## config.mk

```make
export PLATFORM = sky130hd
export DESIGN_NAME = pc_sequencer
export DESIGN_NICKNAME = d
export VERILOG_FILES = /design/src/rtl/pc_pkg.sv /design/src/rtl/pc_ras.sv /design/src/rtl/pc_sequencer.sv
export SDC_FILE = /design/constraint.sdc
export NUM_CORES = 1
export LEC_CHECK = 0
export CAP_MARGIN = 20
export CORE_ASPECT_RATIO = 1.1
export CORE_MARGIN = 8
export CORE_UTILIZATION = 54
export CTS_CLUSTER_SIZE = 24
export DETAILED_ROUTE_END_ITERATION = 16
export PLACE_DENSITY = 0.77
export SLEW_MARGIN = 0
export SYNTH_ARGS = -nofsm -noshare
export SYNTH_HDL_FRONTEND = slang
export SYNTH_SLANG_ARGS = --single-unit
export TNS_END_PERCENT = 50
```

## constraint.sdc

```tcl
create_clock -name clk -period 2.5 [get_ports clk]
set_input_delay 0.5 -clock clk [delete_from_list [all_inputs] [get_ports clk]]
set_output_delay 0.5 -clock clk [all_outputs]
set_load 0.03 [all_outputs]
```

## src/rtl/pc_pkg.sv

```systemverilog
// rtl/pc_pkg.sv - shared command encoding and default parameters for the program counter sequencer
package pc_pkg;

    typedef enum logic [2:0] {
        CMD_NONE,
        CMD_INC,
        CMD_BRANCH,
        CMD_CALL,
        CMD_RET,
        CMD_SET
    } cmd_e;

    localparam int DEF_ADDR_W      = 8;
    localparam int DEF_OFF_W       = 8;
    localparam int DEF_STACK_DEPTH = 4;
    localparam int DEF_RESET_ADDR  = 0;

endpackage

```

## src/rtl/pc_ras.sv

```systemverilog
// rtl/pc_ras.sv - return-address stack: LIFO storage with depth counter
module pc_ras
    import pc_pkg::*;
#(
    parameter int ADDR_W      = DEF_ADDR_W,
    parameter int STACK_DEPTH = DEF_STACK_DEPTH,
    localparam int DEPTH_W    = $clog2(STACK_DEPTH + 1)
) (
    input  logic               clk,
    input  logic               reset,
    input  logic               push,
    input  logic               pop,
    input  logic [ADDR_W-1:0]  push_data,
    output logic [ADDR_W-1:0]  top,
    output logic [DEPTH_W-1:0] depth,
    output logic               full,
    output logic               empty
);

    logic [ADDR_W-1:0]  stack_q [STACK_DEPTH];
    logic [ADDR_W-1:0]  stack_d [STACK_DEPTH];
    logic [DEPTH_W-1:0] depth_q;
    logic [DEPTH_W-1:0] depth_d;

    assign depth = depth_q;
    assign empty = (depth_q == '0);
    assign full  = (depth_q == DEPTH_W'(STACK_DEPTH));

    // Index by comparison so a single-entry stack needs no zero-width pointer
    always_comb begin
        top = '0;
        for (int i = 0; i < STACK_DEPTH; i++) begin
            if (DEPTH_W'(i + 1) == depth_q) top = stack_q[i];
        end
    end

    always_comb begin
        stack_d = stack_q;
        depth_d = depth_q;
        if (push && !full) begin
            for (int i = 0; i < STACK_DEPTH; i++) begin
                if (DEPTH_W'(i) == depth_q) stack_d[i] = push_data;
            end
            depth_d = depth_q + DEPTH_W'(1);
        end else if (pop && !empty) begin
            depth_d = depth_q - DEPTH_W'(1);
        end
    end

    always_ff @(posedge clk or negedge reset) begin
        if (!reset) begin
            for (int i = 0; i < STACK_DEPTH; i++) stack_q[i] <= '0;
            depth_q <= '0;
        end else begin
            stack_q <= stack_d;
            depth_q <= depth_d;
        end
    end

endmodule

```

## src/rtl/pc_sequencer.sv

```systemverilog
// rtl/pc_sequencer.sv - program counter with priority command decode and return-address stack
// PC_STICKY_ERR_EN: sticky overflow/underflow flags with err_clr input.
module pc_sequencer
    import pc_pkg::*;
#(
    parameter int ADDR_W      = DEF_ADDR_W,
    parameter int OFF_W       = DEF_OFF_W,
    parameter int STACK_DEPTH = DEF_STACK_DEPTH,
    parameter int RESET_ADDR  = DEF_RESET_ADDR
) (
    input  logic                               clk,
    input  logic                               reset,
`ifdef PC_STICKY_ERR_EN
    input  logic                               err_clr,
`endif
    input  logic                               increment,
    input  logic                               set,
    input  logic                               branch,
    input  logic                               call,
    input  logic                               ret,
    input  logic [ADDR_W-1:0]                  new_count,
    input  logic [OFF_W-1:0]                   offset,
    output logic [ADDR_W-1:0]                  count,
    output logic [$clog2(STACK_DEPTH+1)-1:0]   depth,
    output logic                               empty,
    output logic                               full,
    output logic                               overflow,
    output logic                               underflow
);

    cmd_e              cmd;
    logic [ADDR_W-1:0] count_q, count_d;
    logic              overflow_q, overflow_d;
    logic              underflow_q, underflow_d;
    logic              ovf_evt, unf_evt;
    logic              ras_push, ras_pop;
    logic [ADDR_W-1:0] ras_top;
    logic [ADDR_W-1:0] off_ext;
    logic [ADDR_W-1:0] count_inc;

    assign count     = count_q;
    assign overflow  = overflow_q;
    assign underflow = underflow_q;
    assign off_ext   = ADDR_W'($signed(offset));
    assign count_inc = count_q + ADDR_W'(1);

    always_comb begin
        cmd = CMD_NONE;
        if (set)            cmd = CMD_SET;
        else if (ret)       cmd = CMD_RET;
        else if (call)      cmd = CMD_CALL;
        else if (branch)    cmd = CMD_BRANCH;
        else if (increment) cmd = CMD_INC;
    end

    always_comb begin
        count_d  = count_q;
        ovf_evt  = 1'b0;
        unf_evt  = 1'b0;
        ras_push = 1'b0;
        ras_pop  = 1'b0;
        case (cmd)
            CMD_SET:    count_d = new_count;
            CMD_RET: begin
                if (empty) begin
                    unf_evt = 1'b1;
                end else begin
                    ras_pop = 1'b1;
                    count_d = ras_top;
                end
            end
            // A call while full still jumps; only the return address is lost
            CMD_CALL: begin
                count_d = new_count;
                if (full) ovf_evt  = 1'b1;
                else      ras_push = 1'b1;
            end
            CMD_BRANCH: count_d = count_q + off_ext;
            CMD_INC:    count_d = count_inc;
            default:    count_d = count_q;
        endcase
`ifdef PC_STICKY_ERR_EN
        overflow_d  = ovf_evt | (overflow_q & ~err_clr);
        underflow_d = unf_evt | (underflow_q & ~err_clr);
`else
        overflow_d  = ovf_evt;
        underflow_d = unf_evt;
`endif
    end

    always_ff @(posedge clk or negedge reset) begin
        if (!reset) begin
            count_q     <= ADDR_W'(RESET_ADDR);
            overflow_q  <= 1'b0;
            underflow_q <= 1'b0;
        end else begin
            count_q     <= count_d;
            overflow_q  <= overflow_d;
            underflow_q <= underflow_d;
        end
    end

    pc_ras #(
        .ADDR_W      (ADDR_W),
        .STACK_DEPTH (STACK_DEPTH)
    ) u_ras (
        .clk       (clk),
        .reset     (reset),
        .push      (ras_push),
        .pop       (ras_pop),
        .push_data (count_inc),
        .top       (ras_top),
        .depth     (depth),
        .full      (full),
        .empty     (empty)
    );

endmodule

```

==> results.cfg, run 1 <==
[sta]
fin_tns_setup_ns = 0
max-slew-margin-rel_pct = 58.0
report.final.slew_viol_count = 0
hold_violations = 0
worst_pin_slew_ns = 0.621
finalCriticalPeriod_ns = 2.32
period_share_pct = 92.9
max_freq_ghz = 0.431
rsz0062_at_grt = false
setup_violations = 0
skew_ns = 0.00627

[critical_path]
cp.depth = 5
crit_buf_inv = 3
path_delay_family = buffers and inverters
end_kind = output pin
cp_slowest_cell = dfrtp_1
slowest_delay_ns = 0.45
cp_max_fo = 5
reg2reg_slack_ns = 0.18
worst_path_most_repeated_cell = inv_1
cp.required_ns = 2.00
reg2reg_depth = 7
worst_ep_arrival_time_ns = 1.82
worst_setup_path_start_kind = register
path_class = reg2out
crit_chain = inv_1, ha_1, nand2b_1, inv_1, dlygate4sd2_1

[clocking]
cts_max_level = 2
clkSlewWorstSetupHoldPaths_ns = 0.09
cts-root-buf = clkbuf_8
clk_latency_ns = 0.30
cts_sinks = 45
cts_hold_buf = 0
cts_buffers = 5
cts_tree = yes
cts_setup_buffers = 0
cts_buffer_depth = 2
ctsResizeCount = 2

[place]
dpl.hpwl_mm = 5.06
place.gp.congestion = 0.824
portBuffers = 37
dp_cells = 407

[logic_synthesis]
postSynth.asyncResetShare_pct = 100
synth_cell_types = 53
ys_seq_area_share_pct = 41.3
postSynthCellCount = 309
yosys.area.top_type = dfrtp_1
syn-cell-area_um2 = 2730
synth_edf_count = 0
synth_warnings = 0
synth_area_leaders = dfrtp_1 (41%), o21ai_0 (7.5%), nand2_1 (6.9%)
synth_top_flop_cell = dfrtp_1
avgSynthCellArea_um2 = 8.82
synth_top_area_share_pct = 41.3
synth_fp_nets = 347
ys_seq_elements = 45

[routing]
via_per_inst = 5.83
drc = 0
wl_per_cell_um = 15.8
totalWireLength_mm = 6.54
antenna_left = 0
vias = 2420
drt-initial-drc-count = 129
dr.pass1.iters = 4

[final_layout]
fin_cells = 415
drive_gt1_share_pct = 10.4
fill_cells = 433
final_common_cell = nand2_1
fin_util_pct = 67.7
final_cell_mix = nand2_1 (50), dfrtp_1 (45), o21ai_0 (41), clkdlybuf4s50_1 (34), a21oi_1 (30)
multi_input_area_um2 = 1480
num_antenna_cells = 0
syn2layout_area_growth_pct = 22.5
final_net_count = 394
regArea_um2 = 1130

[global_routing]
grt_start_max_net_pins = 21
grt_pass1_wl_mm = 11.5
globalRouteOverflowTotal = 0
grt_usage_pct = 17.7
grt_pass1_vias = 2412
antenna_found_initial = 0

[run_status]
outcome = complete, no violations

[min_path]
min-delay-path-class = in2async

[floorplanning]
die_area_um2 = 7580
die_h_um = 90.5
die-width_um = 83.7
fp.coreArea_um2 = 4930
start_util_pct = 55.3
num_rows = 27
ios = 38

[run]
maxCapViolCount = 0

[pwr]
p_leak_nw = 1.45
power_density_nw_per_um2 = 1050
ir_drop_v = 0.000572
-- stage by stage --
stage	hold slack (ns)	setup WS, ns	cell area [um2]	power [mW]
detailed placement	0.471	-0.0509	3210	2.86
CTS	0.147	0.157	3340	3.50
finish	0.125	0.178	3340	3.49
global route	0.156	0.0336	3340	3.76
floorplan	0.204	0.309	2730	2.33
global placement	0.461	-0.0224	3210	2.81
-- synth_stat cells (2+ instances only) --
| library cell | count |
|---|---|
| nand2_1 | 50 |
| dfrtp_1 | 45 |
| o21ai_0 | 41 |
| a21oi_1 | 30 |
| nor2_1 | 17 |
| ha_1 | 14 |
| inv_1 | 11 |
| nand3_1 | 7 |
| nand3b_1 | 6 |
| a211o_1 | 5 |
| a31oi_1 | 5 |
| a211oi_1 | 4 |
| buf_2 | 4 |
| clkbuf_1 | 4 |
| nor3_1 | 4 |
| o22ai_1 | 4 |
| xnor2_1 | 4 |
| a21o_1 | 3 |
| buf_6 | 3 |
| nand2b_1 | 3 |
| nor2_2 | 3 |
| o32a_1 | 3 |
| xor2_1 | 3 |
| a221o_1 | 2 |
| nand2_2 | 2 |
| nor2b_1 | 2 |
| nor3b_1 | 2 |
| nor4b_1 | 2 |
| o21a_1 | 2 |
-- cell type report --
| type | count | area share (%) |
|---|---|---|
| clock buffers | 5 | 2.06 |
| clock inverters | 3 | 1.95 |
| inverters | 11 | 1.24 |
| multi-input cells | 240 | 44.4 |
| flip-flops and latches | 45 | 33.7 |
| well taps | 58 | 2.17 |
| repair buffers | 53 | 14.5 |
-- sequential cells by signal, summed over array words and instances (netlist names) --
name / cells
u_ras.depth: 3
u_ras.stack_q: 32
count: 8
underflow: 1
overflow: 1
-- report_power, final --
group	switching, mW	internal, mW	total [mW]
Clock	0.256	0.397	0.653
Combinational	0.935	0.661	1.60
Sequential	0.218	1.03	1.25
Total	1.41	2.09	3.49
-- cell families after synthesis --
kind of cell	after synthesis	share of synthesized area (%)
AND/OR/NAND/NOR	110	20.9
buffers and inverters	24	4.36
XOR/XNOR	7	2.25
multiplexers	1	0.367
AO/OA/AOI/OAI	107	23.6
adder cells (fa/ha/maj)	15	7.16
flip-flops	45	41.3
-- layer usage --
layer	vias to the layer above	GRT usage, %	share of wire, %
met2	69	28.5	48
met4	0	5.04	1.4
met5	-	0	0
met1	1142	23.6	47
met3	10	3.07	4.5
li1	1199	-	-
-- path summary, 6_finish.rpt --
check	start	to
worst min-delay path	reset	u_ras.stack_q[16]
worst max register to register	u_ras.depth[0]	count[7]
worst min register to register	u_ras.stack_q[7]	u_ras.stack_q[7]
min in group clk	u_ras.stack_q[7]	u_ras.stack_q[7]
worst max-delay path	u_ras.depth[0]	empty
max in group asynchronous	reset	u_ras.stack_q[30]
Power figures use the tool's default switching activity.
==> run 2, diff against run 1 <==
==> constraint.sdc (replaced) <==
create_clock -name clk -period 2.5 [get_ports clk]
set_input_delay 0.5 -clock clk [delete_from_list [all_inputs] [get_ports clk]]
set_output_delay 0.5 -clock clk [all_outputs]
set_load 0.02 [all_outputs]
==> run 2 against run 1 <==
Die area unchanged. Cell count stayed put. Highest routed layer unchanged. Sequential power about the same.
==> results.cfg, run 2 (synthesized netlist as in run 1, its figures left out) <==
[critical_path]
slowest_delay_ns = 0.61
r2r_start = u_ras.depth[0]
reg2reg_slack_ns = 0.19
path_class = reg2reg
crit_chain = ha_1, ha_2, nor4b_1, nand2_1, a211o_1, o2111a_1, a21oi_1
worst_setup_path_start_kind = register
cp.required_ns = 2.73
cp_slowest_cell = nor4b_1
end_kind = register
cp_max_fo = 8
worst_ep_arrival_time_ns = 2.54
reg2reg_depth = 7
reg2reg_to = count[7]

[clocking]
cts-root-buf = clkbuf_8
cts_hold_buf = 0
clk_latency_ns = 0.30
cts_buffers = 5
cts_max_level = 2
cts_buffer_depth = 2
cts_tree = yes
cts_setup_buffers = 0
clkSlewWorstSetupHoldPaths_ns = 0.09
cts_sinks = 45

[floorplanning]
die_h_um = 90.5
start_util_pct = 55.3
ios = 38
num_rows = 27
fp.coreArea_um2 = 4930
die_area_um2 = 7580
die-width_um = 83.7

[sta]
max_freq_ghz = 0.433
rsz0062_at_grt = false
whs_ns = 0.0959
skew_ns = 0.00819
fin_tns_setup_ns = 0
hold_violations = 0
timing.final.ws_setup_ns = 0.189
max-slew-margin-rel_pct = 52.7
worst_pin_slew_ns = 0.699
setup_violations = 0
period_share_pct = 92.4
finalCriticalPeriod_ns = 2.31
report.final.slew_viol_count = 0

[routing]
vias = 2460
antenna_left = 0
dr.pass1.iters = 5
wl_per_cell_um = 16.6
totalWireLength_mm = 6.88
drc = 0
drt-initial-drc-count = 140
via_per_inst = 5.93

[final_layout]
num_antenna_cells = 0
syn2layout_area_growth_pct = 22.2
final_cell_mix = nand2_1 (50), dfrtp_1 (45), o21ai_0 (41), clkdlybuf4s50_1 (34), a21oi_1 (30)
regMostFlops = u_ras.stack_q
final_net_count = 394
largest_reg_flops = 32
fill_cells = 406
drive_gt1_share_pct = 10.6
final_common_cell = nand2_1

[min_path]
min-delay-path-class = in2async

[place]
pre_cts_ws_ns = -0.0171
dpl.hpwl_mm = 5.31
place.gp.congestion = 0.825
portBuffers = 37

[pwr]
ir_drop_v = 0.000507
power_density_nw_per_um2 = 1020
p_leak_nw = 1.45

[global_routing]
grt_pass1_vias = 2451
antenna_found_initial = 0
grt_pass1_wl_mm = 12.0
grt_usage_pct = 18.6
grt_start_max_net_pins = 18
globalRouteOverflowTotal = 0

[run]
maxCapViolCount = 0

[run_status]
outcome = complete, no violations
[run 2: changes by cell type in the layout (fill, tap and decap cells not counted)]
cell            previous run  this run
bufinv_16                  2         1
clkbuf_8                   5         6
clkinv_2                   1         0
clkinvlp_4                 0         1
dlygate4sd2_1              2         1
dlymetal6s2s_1             0         1
ha_1                      14        13
ha_2                       0         1
[run 2: worst max path at each step]
stage	startpoint	to	slack (ns)	depth (start not counted)
after floorplan	count[0]	count[6]	0.38	8
after global placement	offset[0]	count[6]	-0.02	9
after detailed placement	offset[0]	count[6]	-0.02	9
after CTS	u_ras.depth[0]	full	0.04	5
after global routing	u_ras.depth[0]	count[5]	0.05	7
final	u_ras.depth[0]	count[7]	0.19	7
[run 2: stage by stage]
| step | cell area (um2) | power [mW] | cells | util [%] |
|---|---|---|---|---|
| floorplan | 2730 | 2.27 | 309 | - |
| global placement | 3210 | 2.74 | 407 | 65.0 |
| detailed placement | 3210 | 2.81 | 407 | 65.0 |
| CTS | 3320 | 3.39 | 415 | 67.4 |
| global route | 3330 | 3.65 | 415 | 67.5 |
| finish | 3330 | 3.39 | 415 | 67.5 |
[run 2: worst max-delay path: cells and delay by family (launching register included)]
kind,cells,cell delay (ns)
flops,1,0.45
fa+ha+maj,2,0.46
simple gates,2,0.75
compound gates,3,0.60
[run 2: per-layer routing]
metal | global-route usage [%] | routed length (um)
met5 | 0 | 0
met4 | 6.92 | 74
met3 | 2.53 | 240
met2 | 31.1 | 3430
met1 | 23.6 | 3140
[run 2: layout make-up]
type	instances	area [um2]	area share [%]
inverters	11	41.3	1.24
flip-flops and latches	45	1130	33.8
multi-input cells	240	1480	44.5
well taps	58	72.6	2.18
clock buffers	6	82.6	2.48
clock inverters	2	37.5	1.13
repair buffers	53	487	14.6
[run 2: what timing repair did]
action                                  in CTS  in global routing
endpoints found under the setup margin       1                  2
endpoints found under the hold margin        0                  0
gates resized for setup                      1                  2
pin swaps                                    0                  0
[run 2: where the power goes]
part	switching (mW)	internal, mW
sequential	0.228	1.03
clock	0.260	0.325
combinational	0.883	0.670
==> run 3, diff against run 2 <==
--- a/config.mk
+++ b/config.mk
@@ -5,7 +5,6 @@
 export SDC_FILE = /design/constraint.sdc
 export NUM_CORES = 1
 export LEC_CHECK = 0
-export CAP_MARGIN = 20
 export CORE_ASPECT_RATIO = 1.1
 export CORE_MARGIN = 8
 export CORE_UTILIZATION = 54
==> results of run 3 <==
No change in the layout: final DEF, timing and power equal those of run 2.
